==> src/rtl/bcd_timekeeper.sv <==
// bcd_timekeeper: BCD hh:mm:ss time-of-day counter with an internal one-second
// prescaler, 24h or 12h (AM/PM) mode, a validated synchronous load and a
// one-shot hh:mm alarm. All outputs are registered for the display path.
module bcd_timekeeper #(
  parameter int TICKS_PER_SEC = 50_000_000,
  parameter bit MODE_12H      = 1'b0
) (
  input  logic        clk,
  input  logic        rst_n,
  input  logic        run,
  input  logic        load_valid,
  input  logic [23:0] load_time,
  input  logic        load_pm,
  output logic        load_err,
  input  logic        alarm_wr,
  input  logic [15:0] alarm_time,
  input  logic        alarm_pm,
  output logic        alarm_hit,
  output logic [23:0] time_bcd,
  output logic        pm,
  output logic        sec_pulse
);

  localparam int              PW        = $clog2(TICKS_PER_SEC);
  localparam logic [PW-1:0]   PRESC_MAX = PW'(TICKS_PER_SEC - 1);
  localparam logic [23:0]     TIME_RST  = MODE_12H ? 24'h120000 : 24'h000000;

  logic [PW-1:0] presc;
  logic [23:0]   time_q;
  logic          pm_q;
  logic [15:0]   alarm_q;
  logic          alarm_pm_q;
  logic          armed;

  logic          tc;
  logic          load_ok;
  logic          advance;
  logic          match;
  logic [23:0]   time_nxt;
  logic          pm_nxt;

  // A load is accepted only if every digit is in range for the current mode.
  function automatic logic load_is_valid(input logic [23:0] t);
    logic ok;
    ok = (t[19:16] <= 4'd9) && (t[15:12] <= 4'd5) && (t[11:8] <= 4'd9) &&
         (t[7:4]   <= 4'd5) && (t[3:0]   <= 4'd9);
    if (MODE_12H)
      ok = ok && (((t[23:20] == 4'd0) && (t[19:16] != 4'd0)) ||
                  ((t[23:20] == 4'd1) && (t[19:16] <= 4'd2)));
    else
      ok = ok && ((t[23:20] <= 4'd1) ||
                  ((t[23:20] == 4'd2) && (t[19:16] <= 4'd3)));
    return ok;
  endfunction

  assign tc      = run && (presc == PRESC_MAX);
  assign load_ok = load_valid && load_is_valid(load_time);
  // A valid load wins over a coincident advance; a rejected load does not block it.
  assign advance = tc && !load_ok;

  // Full carry chain: one combined next-state for a single one-second advance.
  always_comb begin
    // NOTE: every output of this block gets a default first so no latch is inferred.
    time_nxt = time_q;
    pm_nxt   = pm_q;
    if (time_q[3:0] != 4'd9) begin
      time_nxt[3:0] = time_q[3:0] + 4'd1;
    end else begin
      time_nxt[3:0] = 4'd0;
      if (time_q[7:4] != 4'd5) begin
        time_nxt[7:4] = time_q[7:4] + 4'd1;
      end else begin
        time_nxt[7:4] = 4'd0;
        if (time_q[11:8] != 4'd9) begin
          time_nxt[11:8] = time_q[11:8] + 4'd1;
        end else begin
          time_nxt[11:8] = 4'd0;
          if (time_q[15:12] != 4'd5) begin
            time_nxt[15:12] = time_q[15:12] + 4'd1;
          end else begin
            time_nxt[15:12] = 4'd0;
            if (MODE_12H && (time_q[23:16] == 8'h12)) begin
              time_nxt[23:16] = 8'h01;
            end else if (MODE_12H && (time_q[23:16] == 8'h11)) begin
              time_nxt[23:16] = 8'h12;
              pm_nxt          = ~pm_q;
            end else if (!MODE_12H && (time_q[23:16] == 8'h23)) begin
              time_nxt[23:16] = 8'h00;
            end else if (time_q[19:16] == 4'd9) begin
              time_nxt[23:16] = {time_q[23:20] + 4'd1, 4'd0};
            end else begin
              time_nxt[19:16] = time_q[19:16] + 4'd1;
            end
          end
        end
      end
    end
  end

  // Alarm fires only on an advance landing on hh:mm:00; a same-cycle re-arm suppresses it.
  assign match = advance && armed && !alarm_wr &&
                 (time_nxt[7:0] == 8'h00) && (time_nxt[23:8] == alarm_q) &&
                 (!MODE_12H || (pm_nxt == alarm_pm_q));

  // Prescaler: cleared by a valid load, frozen while run is low.
  always_ff @(posedge clk or negedge rst_n) begin
    if (!rst_n) begin
      presc <= '0;
    end else if (load_ok) begin
      // NOTE: sequential state uses non-blocking assignments so all flops update together.
      presc <= '0;
    end else if (run) begin
      presc <= tc ? '0 : presc + 1'b1;
    end
  end

  // Time and pm registers: load has priority over advance.
  always_ff @(posedge clk or negedge rst_n) begin
    if (!rst_n) begin
      time_q <= TIME_RST;
      pm_q   <= 1'b0;
    end else if (load_ok) begin
      time_q <= load_time;
      pm_q   <= MODE_12H ? load_pm : 1'b0;
    end else if (advance) begin
      time_q <= time_nxt;
      pm_q   <= pm_nxt;
    end
  end

  // Stored alarm and one-shot armed flag.
  always_ff @(posedge clk or negedge rst_n) begin
    if (!rst_n) begin
      alarm_q    <= '0;
      alarm_pm_q <= 1'b0;
      armed      <= 1'b0;
    end else if (alarm_wr) begin
      alarm_q    <= alarm_time;
      alarm_pm_q <= alarm_pm;
      armed      <= 1'b1;
    end else if (match) begin
      armed      <= 1'b0;
    end
  end

  // Registered one-cycle status pulses.
  always_ff @(posedge clk or negedge rst_n) begin
    if (!rst_n) begin
      sec_pulse <= 1'b0;
      load_err  <= 1'b0;
      alarm_hit <= 1'b0;
    end else begin
      sec_pulse <= advance;
      load_err  <= load_valid && !load_ok;
      alarm_hit <= match;
    end
  end

  assign time_bcd = time_q;
  assign pm       = MODE_12H ? pm_q : 1'b0;

endmodule

==> config.mk <==
export PLATFORM = sky130hd
export DESIGN_NAME = bcd_timekeeper
export DESIGN_NICKNAME = d
export VERILOG_FILES = /design/src/rtl/bcd_timekeeper.sv
export SDC_FILE = /design/constraint.sdc
export NUM_CORES = 1
export LEC_CHECK = 0
export ABC_AREA = 1
export BUFFER_PORTS_ARGS = -buffer_cell sky130_fd_sc_hd__buf_2
export CAP_MARGIN = 25
export CORE_MARGIN = 3
export CORE_UTILIZATION = 39
export CTS_BUF_LIST = sky130_fd_sc_hd__clkbuf_4
export CTS_CLUSTER_SIZE = 20
export DETAILED_ROUTE_END_ITERATION = 6
export MAX_ROUTING_LAYER = met4
export PLACE_DENSITY = 0.62
export SLEW_MARGIN = 20
export SYNTH_ARGS = -nofsm -noshare
export SYNTH_HDL_FRONTEND = slang
export SYNTH_SLANG_ARGS = --single-unit
==> constraint.sdc <==
create_clock -name clk -period 2.5 [get_ports clk]
set_clock_uncertainty 0.15 [all_clocks]
set_input_delay 0.5 -clock clk [delete_from_list [all_inputs] [get_ports clk]]
set_output_delay 0.5 -clock clk [all_outputs]
set_load 0.05 [all_outputs]
======== Word level (Yosys, flattened, before mapping) ========
Index checks and enable logic that the tools add are counted.
storage, ports and cells
  bits in read-only memories .............. 0
  memories kept ........................... 0
  bits in writable memories ............... 0
  flip-flop bits (word level) ............. 70
  logic and storage cells ................. 69
  latch bits .............................. 0
  input bits .............................. 47
  output and inout port bits .............. 28
operators by class
  magnitude comparators ................... 7
  shift operators ......................... 0
  bitwise logic cells ..................... 0
  muxes and demuxes ....................... 18
  multiply operators ...................... 0
  add/sub/neg operators ................... 7
  equal/unequal tests ..................... 9
  div/mod/pow operators ................... 0
  reductions and logical operators ........ 21
operators with widths
  kind                                                                              count
  26-bit 2-to-1 mux                                                                 3
  24-bit 2-to-1 mux                                                                 2
  26-bit by 1-bit adder with 26-bit output, second input constant                   1
  26-bit equality test, second input constant                                       1
  4-bit by 1-bit adder with 4-bit output, second input constant                     6
  4-bit 2-to-1 mux                                                                  6
  20-bit 2-to-1 mux                                                                 1
  16-bit equality test                                                              1
  16-bit 2-to-1 mux                                                                 1
  8-bit 2-to-1 mux                                                                  2
  1-bit logical AND                                                                 14
  4-bit less-or-equal comparator, second input constant                             3
  12-bit 2-to-1 mux                                                                 1
  8-bit by 6-bit equality test with 1-bit output, second input constant             1
  4-bit by 3-bit less-or-equal comparator with 1-bit output, second input constant  2
  8-bit zero test                                                                   1
  4-bit by 3-bit != test with 1-bit output, second input constant                   2
  4-bit != test, second input constant                                              2
  2-bit nonzero test                                                                3
  4-bit by 2-bit equality test with 1-bit output, second input constant             1
  4-bit equality test, second input constant                                        1
  4-bit by 1-bit less-or-equal comparator with 1-bit output, second input constant  1
  4-bit by 2-bit less-or-equal comparator with 1-bit output, second input constant  1
  1-bit zero test                                                                   2
  2 further kinds                                                                   3

======== Logic depth before layout (Yosys ltp) ========
  depth after elaboration ................. 15
  gate-level depth with buffers ........... 18
  mapped depth without buffers ............ 18

======== Least setup slack after synthesis ========
Ideal clock, no wire load.
  kind .................................... register to register
  start point ............................. register time_q[8], in the netlist time_bcd[8]
  end point ............................... register armed
  stages on the path, launching flop included .. 17
  path slack .............................. 64 ps
  clock period less this slack ............ 2436 ps
  arrival time ............................ 2170 ps
  required time ........................... 2234 ps
  setup time .............................. 116 ps
  path buffers ............................ 0
  path through ............................ dfrtp_1 -> ha_1 -> nand2_1 -> nor2_2 -> nand2_1 -> nor2_8 -> nand2_2 -> nand2_2 -> nand2_2 -> nand2_2 -> nand2_2 -> nor2_2 -> nand3_1 -> nor2_2 -> nand2_1 -> nand2_1 -> nand2_1
between the ends
  word-level cells in the longest chain between the ends .. 7
  elaborated cells on any way between the ends .. 9
  classes of those cells .................. 1 x add/sub; 2 x eq/ne; 4 x mux; 2 x reduce/logical
RTL lines
  element                                                                         RTL line  RTL
  start, declared                                                                 29        logic [23:0] time_q;
  start signal, assigned                                                          123       time_q <= load_time;
  start signal, assigned                                                          126       time_q <= time_nxt;
  4-bit by 1-bit adder with 4-bit output / 4-bit != test (equally long branches)  75, 74
  4-bit 2-to-1 mux / 12-bit 2-to-1 mux (equally long branches)                    74        if (time_q[11:8] != 4'd9) begin
  16-bit 2-to-1 mux                                                               70        if (time_q[7:4] != 4'd5) begin
  20-bit 2-to-1 mux (*)                                                           66        if (time_q[3:0] != 4'd9) begin
  16-bit equality test (*)                                                        102       (time_nxt[7:0] == 8'h00) && (time_nxt[23:8] == alarm_q) &&
  1-bit logical AND (*)                                                           102
  2-bit nonzero test (no source line) (*)                                         --
  end signal, assigned                                                            136       armed <= 1'b0;
  end signal, assigned                                                            140       armed <= 1'b1;
  end signal, assigned                                                            142       armed <= 1'b0;
  end, declared                                                                   33        logic armed;
Every way passes the cells marked *; elsewhere a longest branch is shown, timed or not.
A chain may end at the register's enable or synchronous reset.

======== Worst setup path in the final report ========
  start point ............................. register time_q[1], in the netlist time_bcd[1]
  end point ............................... register armed
between the ends
  word-level cells in the longest chain between the ends .. 6
  elaborated cells on any way between the ends .. 9
  classes of those cells .................. 1 x add/sub; 2 x eq/ne; 2 x mux; 4 x reduce/logical
RTL lines
  element                                                                         RTL line  RTL
  4-bit by 1-bit adder with 4-bit output / 4-bit != test (equally long branches)  67, 66
  4-bit 2-to-1 mux / 20-bit 2-to-1 mux (equally long branches)                    66
  8-bit zero test                                                                 102
  1-bit logical AND                                                               101       assign match = advance && armed && !alarm_wr &&
  1-bit logical AND (*)                                                           102
  2-bit nonzero test (no source line) (*)                                         --
Marks and branches as above.

==> metrics.txt <==
status completed; Int Pwr 0.00186 W; WP buf/inv 0; core area 11500 µm²; Mapped Cells around 670; Worst EP required 2.72 ns; TritonRoute pass-1 iters 6; EDFF count, synth 0; Post-Place Worst Slack 0.0472 ns; cell family with most CP delay simple AND/OR/NAND/NOR gates; layout net count 829; Fmax about 430 MHz; fin crit share between 90% and 100%; critical path class reg -> reg; Clock Latency Late Sink 0.46 ns; Setup violations, final 0; synth top area cells dfrtp_1 38%, nand2_1 16%, inv_1 7.3%, nor2_1 6.1%, nand3_1 5.7%; Worst-path clk slew 0.12 ns; worst-path fanout max 8; Area Overhead vs Synth 19.5%; hold_ws between 0.08 and 0.09 ns; Clk network pwr share 23.8%; Switching Power 0.00119 W; Max VDD drop 0.256 mV; H-tree depth 3; crit path DAT 2.53 ns; hpwl dp 10700 µm; critical path endpoint category flip-flop; layout cell share with drive strength beyond 1 20.6%; met3 routed WL approximately 750 µm; WL/cell 15.1 µm; Yosys top cell area share a little under two fifths; post-route cell area 5530 µm²; Via Count 4815; Die Ht 115 µm; DRC viols 0; register area share after synthesis 37.8%; pin count of the biggest net entering global routing 38; Yosys cell types around 40; mapped cell area 4630 µm²; MaxCap Viol Count 0; pwr dens 552 nW/µm²; starting density of the core 40.2%; combinational power share 29.9%; First DRT Iteration DRCs 425; Hold Violations, Final 0; Final Util 48.0%; DR top layer met4; Top FF cell, synth dfrtp_1; fraction of registers with async set/reset 100%; worst-path cell chain nor2_1 > nand2_4 > nor2_4 > nand2_1 > nand2_1 > nand2_1 > nand2_1 > nand2_1 > nor2_2 > nand3_1 > nor2_2 > nand2_1 > nand2_1 > nand2_1; Routed WL 13900 µm; metal2 WL about 6800 µm; clk buf depth 2; first-pass GRT wire length 22400 µm; metal1 wirelength 6020 µm; Slowest cell on crit path dfrtp_1; Mapped Avg Cell Area 6.94 µm²; cell seen most often among critical-path stages nand2_1; IO buf count 71; flops & latches, synth 70; row cnt 39; switching share of power between 30% and 40%; Synth Warn # 0; Final Slew Violations 0; I/O pin count 75; Mapped Nets 723; HP Class in -> reg; initial antenna violation count 0; dpl cells around 900; Vias/cell 5.23; Num CTS Buffers 9; Area after DPL about 5300 µm²; gpl congestion 0.953; CTS tree built; Finished Layout Cells between 900 and 1k; CTS root buf clkbuf_4; max incr delay on CP 0.45 ns; vias in the first global route 4586; Final WS setup 0.189 ns; diodes inserted 0; Antenna Nets Post-Route 0; Num Clock Sinks 70; Final min period 2.31 ns; cell taking the most area after synthesis dfrtp_1; Tot GR Track Use 22.4%; sequential share of power between 40% and 50%; die area 13200 µm²; CP Launch Type flip-flop; grt ovf 0; leakage 2.87 nW; Die W 115 µm
## logic make-up after synthesis
logic type	after synthesis	share of synthesized area [%]
and+or+nand+nor	395	38.6
adders and majority gates	9	2.43
other	1	0.0810
AOI/OAI and AO/OA	81	10.8
DFF	70	37.8
xor gates and xnor gates	8	1.51
buffers and inverters	103	8.73
## tightest hold or removal path: cells and delay by family
| kind | cells | cell delay, ns |
|---|---|---|
| AND/OR/NAND/NOR | 1 | 0.04 |
| buffers and inverters | 1 | 0.07 |
| AO/OA/AOI/OAI | 1 | 0.05 |
## power groups by stage
stage	Sequential, W	Clock (W)	Combinational, W
final	0.00141	0.000725	0.000912
after global routing	0.00144	0.000796	0.00103
after CTS	0.00141	0.000748	0.000900
after detailed placement	0.00143	0	0.000898
after global placement	0.00143	0	0.000878
after floorplan	0.00157	0	0.000475
## area by class of cell
class,instances,area [µm²]
fill,1178,5990
multi-input combinational,494,2510
sequential,70,1750
timing repair buffer,106,624
inverter,92,347
tap,143,179
clock buffer,9,67.6
clock inverter,6,53.8
## cell usage after synthesis, types with 2 or more instances
library cell	count
a21oi_1	16
and3_1	2
buf_2	4
clkbuf_1	4
dfrtp_1	70
ha_1	9
inv_1	90
nand2_1	194
nand2_2	10
nand2_4	3
nand3_1	53
nand3_2	3
nand3b_1	2
nand4_1	18
nor2_1	75
nor2_2	6
nor2_4	3
nor2_8	2
nor3_1	17
nor4_1	4
o211ai_1	6
o21ai_0	32
o21ai_2	2
o221ai_1	13
o22ai_1	6
xor2_1	8
## sequential cells by signal (all words and copies together), names as in the netlist
name	count
load_err	1
time_bcd	24
sec_pulse	1
alarm_hit	1
alarm_q	16
armed	1
presc	26
## metrics by stage
step / setup TNS, ns / power [W]
after global routing: -0.00436 / 0.00326
after CTS: 0 / 0.00306
after global placement: 0 / 0.00230
after floorplan: 0 / 0.00204
final: 0 / 0.00305
after detailed placement: 0 / 0.00233
## routing by layer
metal | vias to the layer above | global-route usage (%)
li1 | 2393 | -
met1 | 2263 | 27.7
met2 | 135 | 36.2
met3 | 24 | 4.37
met4 | 0 | 8.69
met5 | - | -
## final timing paths
| kind | startpoint | endpoint | slack (ns) | cells past startpoint |
|---|---|---|---|---|
| max | time_bcd[1]$_DFFE_PN0P_ | armed$_DFFE_PN0P_ | 0.19 | 14 |
| min | alarm_time[7] | alarm_q[7]$_DFFE_PN0P_ | 0.08 | 3 |
| max reg2reg | time_bcd[1]$_DFFE_PN0P_ | armed$_DFFE_PN0P_ | 0.19 | 14 |
| min reg2reg | armed$_DFFE_PN0P_ | armed$_DFFE_PN0P_ | 0.35 | 2 |
| max in group asynchronous | rst_n | presc[15]$_DFFE_PN0P_ | 1.38 | 3 |
| min in group asynchronous | rst_n | alarm_q[5]$_DFFE_PN0P_ | 0.46 | 3 |
## layout by cell type (no fill, tap or decap), types with 3 or more instances in the layout
master / instances
o21ai_2: 3
xor2_1: 8
nor4_1: 4
dfrtp_1: 70
nor2_1: 73
nor2_4: 4
nand2_4: 3
nand2_1: 192
nand3_1: 52
a21oi_1: 16
nand4_1: 18
o22ai_1: 6
nor2_2: 7
inv_1: 88
inv_2: 3
nand3_2: 3
nand2_2: 12
o211ai_1: 6
nor3_1: 17
clkinv_2: 5
buf_2: 71
clkbuf_4: 9
o21ai_0: 31
buf_4: 33
ha_1: 8
o221ai_1: 13
## timing repair
| action | 4_1_cts | 5_1_grt |
|---|---|---|
| resized for setup | 0 | 13 |
| hold buffers | 1 | 0 |
| setup endpoints to repair | 0 | 2 |
| hold endpoints to repair | 70 | 0 |
| setup buffers | 0 | 2 |
Power figures use the tool's default switching activity.
